File: src/rtl/modulo_unit_pkg.sv
// Shared definitions for the modulo path: default width, counter width and FSM states.
package modulo_unit_pkg;

  localparam int MOD_WIDTH = 16;
  localparam int MOD_CNT_W = $clog2(MOD_WIDTH);

  typedef enum logic [1:0] {
    IDLE = 2'd0,
    RUN  = 2'd1,
    DONE = 2'd2
  } mod_state_t;

endpackage

File: src/rtl/modulo_unit_if.sv
// Request/result bundle between the datapath controller (master) and the modulo unit (slave).
interface modulo_unit_if
  import modulo_unit_pkg::*;
#(
  parameter int WIDTH = MOD_WIDTH
);

  logic             modulo_start_i;
  logic [WIDTH-1:0] op_a_i;
  logic [WIDTH-1:0] op_b_i;
  logic [WIDTH-1:0] res_o;
  logic             modulo_ready_o;
  logic             busy_o;
  logic             div_by_zero_o;

  modport master (
    output modulo_start_i, op_a_i, op_b_i,
    input  res_o, modulo_ready_o, busy_o, div_by_zero_o
  );

  modport slave (
    input  modulo_start_i, op_a_i, op_b_i,
    output res_o, modulo_ready_o, busy_o, div_by_zero_o
  );

endinterface

File: src/rtl/modulo_unit_step.sv
// One restoring shift-subtract iteration: shift the next dividend bit into the
// partial remainder and subtract the divisor if it fits.
module modulo_step #(
  parameter int WIDTH = 16
) (
  input  logic [WIDTH:0]   r_i,
  input  logic             q_msb_i,
  input  logic [WIDTH-1:0] b_i,
  output logic [WIDTH:0]   r_o
);

  logic [WIDTH:0] t;
  logic [WIDTH:0] b_ext;
  // The remainder entering a step is always below b, so its top bit is zero
  // and only the low WIDTH bits take part in the shift.
  logic           unused_r_msb;

  assign unused_r_msb = r_i[WIDTH];
  assign t            = {r_i[WIDTH-1:0], q_msb_i};
  assign b_ext        = {1'b0, b_i};

  // Unsigned WIDTH+1 compare keeps the shifted-out bit, so no overflow is possible.
  always_comb begin
    r_o = t;
    if (t >= b_ext) begin
      r_o = t - b_ext;
    end
  end

endmodule

File: src/rtl/modulo_unit.sv
// Sequential unsigned a mod b, one quotient bit per clock, fixed WIDTH-cycle latency.
//
// state | meaning
// IDLE  | waiting for a start
// RUN   | iterating, one shift-subtract per cycle
// DONE  | result just published, ready pulse high
module modulo_unit
  import modulo_unit_pkg::*;
#(
  parameter int WIDTH = MOD_WIDTH
) (
  input  logic          clk,
  input  logic          rst_i,
  modulo_unit_if.slave  bus
);

  localparam int CNT_W = (WIDTH > 1) ? $clog2(WIDTH) : 1;
  localparam logic [CNT_W-1:0] CNT_LAST = CNT_W'(WIDTH - 1);

  mod_state_t       state_q, state_d;
  logic [WIDTH-1:0] q_q, q_d;
  logic [WIDTH:0]   r_q, r_d;
  logic [WIDTH-1:0] b_q, b_d;
  logic [CNT_W-1:0] cnt_q, cnt_d;
  logic [WIDTH-1:0] res_q, res_d;
  logic             ready_q, ready_d;
  logic             dbz_q, dbz_d;
  logic [WIDTH:0]   r_step;

  modulo_step #(.WIDTH(WIDTH)) u_step (
    .r_i     (r_q),
    .q_msb_i (q_q[WIDTH-1]),
    .b_i     (b_q),
    .r_o     (r_step)
  );

  // Next-state and datapath updates; a start is honoured only outside RUN.
  always_comb begin
    state_d = state_q;
    q_d     = q_q;
    r_d     = r_q;
    b_d     = b_q;
    cnt_d   = cnt_q;
    res_d   = res_q;
    dbz_d   = dbz_q;
    ready_d = 1'b0;

    case (state_q)
      IDLE, DONE: begin
        state_d = IDLE;
        if (bus.modulo_start_i) begin
          if (bus.op_b_i == '0) begin
            // Divide by zero completes immediately with the dividend as remainder.
            state_d = DONE;
            res_d   = bus.op_a_i;
            dbz_d   = 1'b1;
          end else begin
            state_d = RUN;
            q_d     = bus.op_a_i;
            r_d     = '0;
            b_d     = bus.op_b_i;
            cnt_d   = '0;
          end
        end
      end
      RUN: begin
        q_d   = q_q << 1;
        r_d   = r_step;
        cnt_d = cnt_q + 1'b1;
        if (cnt_q == CNT_LAST) begin
          state_d = DONE;
          res_d   = r_step[WIDTH-1:0];
          dbz_d   = 1'b0;
          cnt_d   = '0;
        end
      end
      default: begin
        state_d = IDLE;
      end
    endcase

    ready_d = (state_d == DONE);
  end

  // State and datapath registers with synchronous reset; reset aborts any RUN silently.
  always_ff @(posedge clk) begin
    if (rst_i) begin
      state_q <= IDLE;
      q_q     <= '0;
      r_q     <= '0;
      b_q     <= '0;
      cnt_q   <= '0;
      res_q   <= '0;
      ready_q <= 1'b0;
      dbz_q   <= 1'b0;
    end else begin
      state_q <= state_d;
      q_q     <= q_d;
      r_q     <= r_d;
      b_q     <= b_d;
      cnt_q   <= cnt_d;
      res_q   <= res_d;
      ready_q <= ready_d;
      dbz_q   <= dbz_d;
    end
  end

  assign bus.res_o          = res_q;
  assign bus.modulo_ready_o = ready_q;
  assign bus.busy_o         = (state_q == RUN);
  assign bus.div_by_zero_o  = dbz_q;

endmodule
File: src/flat_wrapper.sv
// flat-port wrapper written by rule: the top's interface ports become plain ports
module modulo_unit_flat import modulo_unit_pkg::*;
#(
  parameter int WIDTH = MOD_WIDTH
)
  (clk, rst_i, bus_modulo_start_i, bus_op_a_i, bus_op_b_i, bus_res_o, bus_modulo_ready_o, bus_busy_o, bus_div_by_zero_o);
  modulo_unit_if #(.WIDTH(WIDTH)) bus_i ();
  input  logic clk;
  input  logic rst_i;
  input wire logic [$bits(bus_i.modulo_start_i)-1:0] bus_modulo_start_i;
  input wire logic [$bits(bus_i.op_a_i)-1:0] bus_op_a_i;
  input wire logic [$bits(bus_i.op_b_i)-1:0] bus_op_b_i;
  output wire logic [$bits(bus_i.res_o)-1:0] bus_res_o;
  output wire logic [$bits(bus_i.modulo_ready_o)-1:0] bus_modulo_ready_o;
  output wire logic [$bits(bus_i.busy_o)-1:0] bus_busy_o;
  output wire logic [$bits(bus_i.div_by_zero_o)-1:0] bus_div_by_zero_o;
  assign bus_i.modulo_start_i = bus_modulo_start_i;
  assign bus_i.op_a_i = bus_op_a_i;
  assign bus_i.op_b_i = bus_op_b_i;
  assign bus_res_o = bus_i.res_o;
  assign bus_modulo_ready_o = bus_i.modulo_ready_o;
  assign bus_busy_o = bus_i.busy_o;
  assign bus_div_by_zero_o = bus_i.div_by_zero_o;
  modulo_unit #(.WIDTH(WIDTH)) u_core (.clk(clk), .rst_i(rst_i), .bus(bus_i));
endmodule
File: config.mk
export PLATFORM = sky130hd
export DESIGN_NAME = modulo_unit_flat
export DESIGN_NICKNAME = d
export VERILOG_FILES = /design/src/rtl/modulo_unit_pkg.sv /design/src/rtl/modulo_unit_if.sv /design/src/rtl/modulo_unit_step.sv /design/src/rtl/modulo_unit.sv /design/src/flat_wrapper.sv
export SDC_FILE = /design/constraint.sdc
export NUM_CORES = 1
export LEC_CHECK = 0
export BUFFER_PORTS_ARGS = -buffer_cell sky130_fd_sc_hd__buf_2
export CORE_AREA = 2 2 89 91
export CTS_BUF_LIST = sky130_fd_sc_hd__clkbuf_4
export CTS_CLUSTER_DIAMETER = 30
export CTS_CLUSTER_SIZE = 12
export DETAILED_ROUTE_END_ITERATION = 6
export DIE_AREA = 0 0 91 93
export PLACE_DENSITY = 0.73
export REMOVE_ABC_BUFFERS = 1
export SKIP_CTS_REPAIR_TIMING = 1
export SKIP_LAST_GASP = 1
export SLEW_MARGIN = 30
export SYNTH_ARGS = -nofsm -noshare
export SYNTH_HDL_FRONTEND = slang
export SYNTH_SLANG_ARGS = --single-unit
File: constraint.sdc
create_clock -name clk -period 2.55 [get_ports clk]
set_clock_uncertainty 0.2 [all_clocks]
set_input_delay 0.1275 -clock clk [delete_from_list [all_inputs] [get_ports clk]]
set_output_delay 0.1275 -clock clk [all_outputs]
set_load 0.02 [all_outputs]
==> run metrics <==
outcome=complete, but fails checks; violated checks=negative hold slack, negative setup slack; category of the worst setup path capture point=flip-flop; width of the die=91 µm; wire length after detailed routing=12.03 mm; hold slack final=-0.001013 ns; Multi-input gate area=2487 µm²; WL per Instance=16.04 µm; post-route cell area=5360 µm²; FF+latch count, synth=72; Hold Path Sink=u_core.q_q[14]; filler cell count=641; final critical-path required period=2.571 ns; clock sink count=72; half-perimeter wire length of the detailed placement result=8.516 mm; violation count after the first detailed-route iteration=219; sequential share of the synthesized area=0.3655; number of global-route vias before repair=4021; accumulated negative setup slack=-0.02083 ns; share of final-layout standard cells stronger than drive strength 1=0.2778; FF/Latch Area=1458 µm²; number of H-tree levels=3; average vias per placed instance=5.749; drt first pass iters=4; instance count of the mapped netlist=520; number of cells on the worst reg-to-reg path=10; instance count on the critical path=9; global-route total usage across every layer=0.2732; end of the worst register-to-register path=u_core.r_q[8]; maximum number of pins on one net before global-route repair=48; DR DRC count=0; floorplan die height=93 µm; Static Leakage=2.284 nW; Yosys cell types=53; global-route wire length before repair=18.56 mm; initial core utilization=0.5239; Boundary Pins=54; worst slew margin relative to its limit=0.4613; minimum setup slack in the final design=-0.02083 ns; CP peak stage delay=0.56 ns; arrival time at the worst endpoint=2.70 ns; weighted congestion reported at the end of routability-driven placement=0.9409; cell at the root of the clock tree=clkbuf_4; count of flip-flops with a built-in enable after synthesis=0; number of port buffers=53; CP max-delay cell=nor4_1; cells along the critical path=dlygate4sd3_1 > buf_2 > nor4_1 > nand4_1 > nor2_1 > nor2_1 > a21oi_1 > o32ai_1 > a31o_2; number of warnings reported in the yosys synthesis log=0; clock tree from TritonCTS=built; critical path's top delay family=simple AND/OR/NAND/NOR gates; number of buffers and inverters on the critical path=2; slew at the pin closest to its max-slew limit=0.8051 ns; total count of hold-check failures in the final report=1; total congestion overflow after global routing=0; number of nets at the end of the flow=696; maximum ir drop on the vdd rail=0.9573 mV; initial antenna violation count=0; Min-Delay Startpoint=bus_modulo_start_i; setup repair after global routing missed its margin=yes; average cell area after synthesis=7.584 µm²; share of synthesized flip-flops with an asynchronous set or reset=0; DP Area=4588 µm²; die footprint=8463 µm²; worst hold path cell count=5; cell repeated most along the worst path=nor2_1; Max Freq=389.0 MHz; Inst Count DP=693; type of the tightest min-delay check=input port to flip-flop; slack of the worst reg-to-reg path=0.03 ns; area grow syn2layout=35.91%; latest clock arrival within the worst-skew pair=0.43 ns; data required time of the critical path=2.68 ns; power density over the cells=1253 nW/µm²; Core Box Area=7527 µm²; Syn Std Cell Area=3944 µm²; pins over their slew limit=0; number of antenna diodes=0; TritonCTS Buffers=9; final core occ=0.7121; number of nets with antenna violations after routing=0; clock buffer depth=2; part of the cycle the worst path needs=1.008; post-layout instance count excluding filler cells=750; DR vias=4312; post-synth top area share=0.3655; top_reg_cell synth=dfxtp_1; site row count=32; Clk pin slew, worst setup/hold paths=0.14 ns; dominant cell type by area after synthesis=dfxtp_1; CP Max Fanout=12; critical path start-end classification=input port to flip-flop; ranking of synthesized cells by area=dfxtp_1 (37%), nand2_1 (9.9%), a21oi_1 (6.2%); Max Cap Viol=0; sort of element at the start of the critical path=input port; reg-to-reg startpoint=u_core.b_q[0]; Setup-failing EPs final=1
[cells in the mapped netlist, types with 5 or more instances]
cell type,instances
mux2i_1,7
a21o_1,7
o21a_1,9
buf_2,6
a21oi_1,49
nand2b_1,5
o21ai_0,24
xnor2_1,6
o22ai_1,5
nand3_1,20
inv_1,20
and3_1,7
clkbuf_1,27
or3_1,5
o211ai_1,6
nand2_1,104
nor2_1,39
a311oi_1,17
dfxtp_1,72
ha_1,17
nor4_1,7
nor3_1,9
[worst max path at each step]
stage	startpoint	slack [ns]	endpoint
floorplan	u_core.state_q[1]	-0.43	u_core.bus.res_o[0]
global placement	u_core.b_q[4]	0.03	u_core.r_q[15]
detailed placement	u_core.q_q[15]	-0.07	u_core.r_q[8]
CTS	u_core.q_q[15]	-0.11	u_core.r_q[8]
global route	u_core.q_q[15]	-0.10	u_core.r_q[8]
finish	bus_op_b_i[8]	-0.02	u_core.bus.res_o[4]
[stage by stage]
stage,setup WS (ns),total power [mW]
CTS,-0.1056,6.032
finish,-0.02083,6.718
floorplan,-0.4313,3.577
global route,-0.1008,7.172
global placement,0.02813,5.189
detailed placement,-0.06738,5.255
[final cells by class]
cell class | instances | share of cell area
clock buffer | 9 | 0.01261
clock inverter | 7 | 0.01494
inverter | 21 | 0.01471
multi-input combinational | 391 | 0.4641
sequential | 72 | 0.2719
tap | 102 | 0.02381
timing repair buffer | 148 | 0.1979
[worst reg2reg max path: cells and delay by family, from the launching register on]
kind | cells | cell delay [ns]
AOI/OAI and AO/OA | 6 | 1.06
and+or+nand+nor | 1 | 0.21
DFF | 1 | 0.41
adders and majority gates | 2 | 0.56
buffers and inverters | 1 | 0.04
[where the power goes]
group	switching, mW	internal [mW]	total, mW
Clock	0.463	0.310	0.774
Combinational	2.21	2.33	4.54
Sequential	0.146	1.26	1.41
[layer usage]
metal	wire [µm]	global-route usage	up-vias
li1	-	-	2092
met1	5339	0.3399	2077
met2	5927	0.4790	119
met3	477	0.04432	24
met4	284	0.09848	0
met5	0	0	-
[sequential cells by signal (all words and copies together) (netlist names)]
name,flops
u_core.bus.modulo_ready_o,1
u_core.cnt_q,4
u_core.bus.div_by_zero_o,1
u_core.q_q,16
u_core.r_q,16
u_core.b_q,16
u_core.state_q,2
u_core.bus.res_o,16
[kinds of logic (layout without fill, tap and decap cells)]
kind of cell               count (synthesis)  count (layout)  share of synthesized area
xor gates and xnor gates                   7               7                    0.01555
buffers and inverters                     58             185                    0.06155
adders and majority gates                 18              18                    0.05901
DFF                                       72              72                     0.3655
and+or+nand+nor                          214             215                     0.2437
muxes                                      7               7                    0.01777
AOI/OAI and AO/OA                        144             144                     0.2370
[layout by cell type, fill, tap and decap left out, types with 9 or more instances in the layout]
cell type      instances
nor2_1                39
nand2_1              103
a21oi_1               44
clkbuf_4               9
nor3_1                 9
o21ai_0               21
dfxtp_1               59
buf_4                 62
ha_4                  10
buf_2                 53
a311oi_1              17
nand3_1               20
dlygate4sd3_1         33
inv_1                 18
dfxtp_2               13
Power figures use the tool's default switching activity.
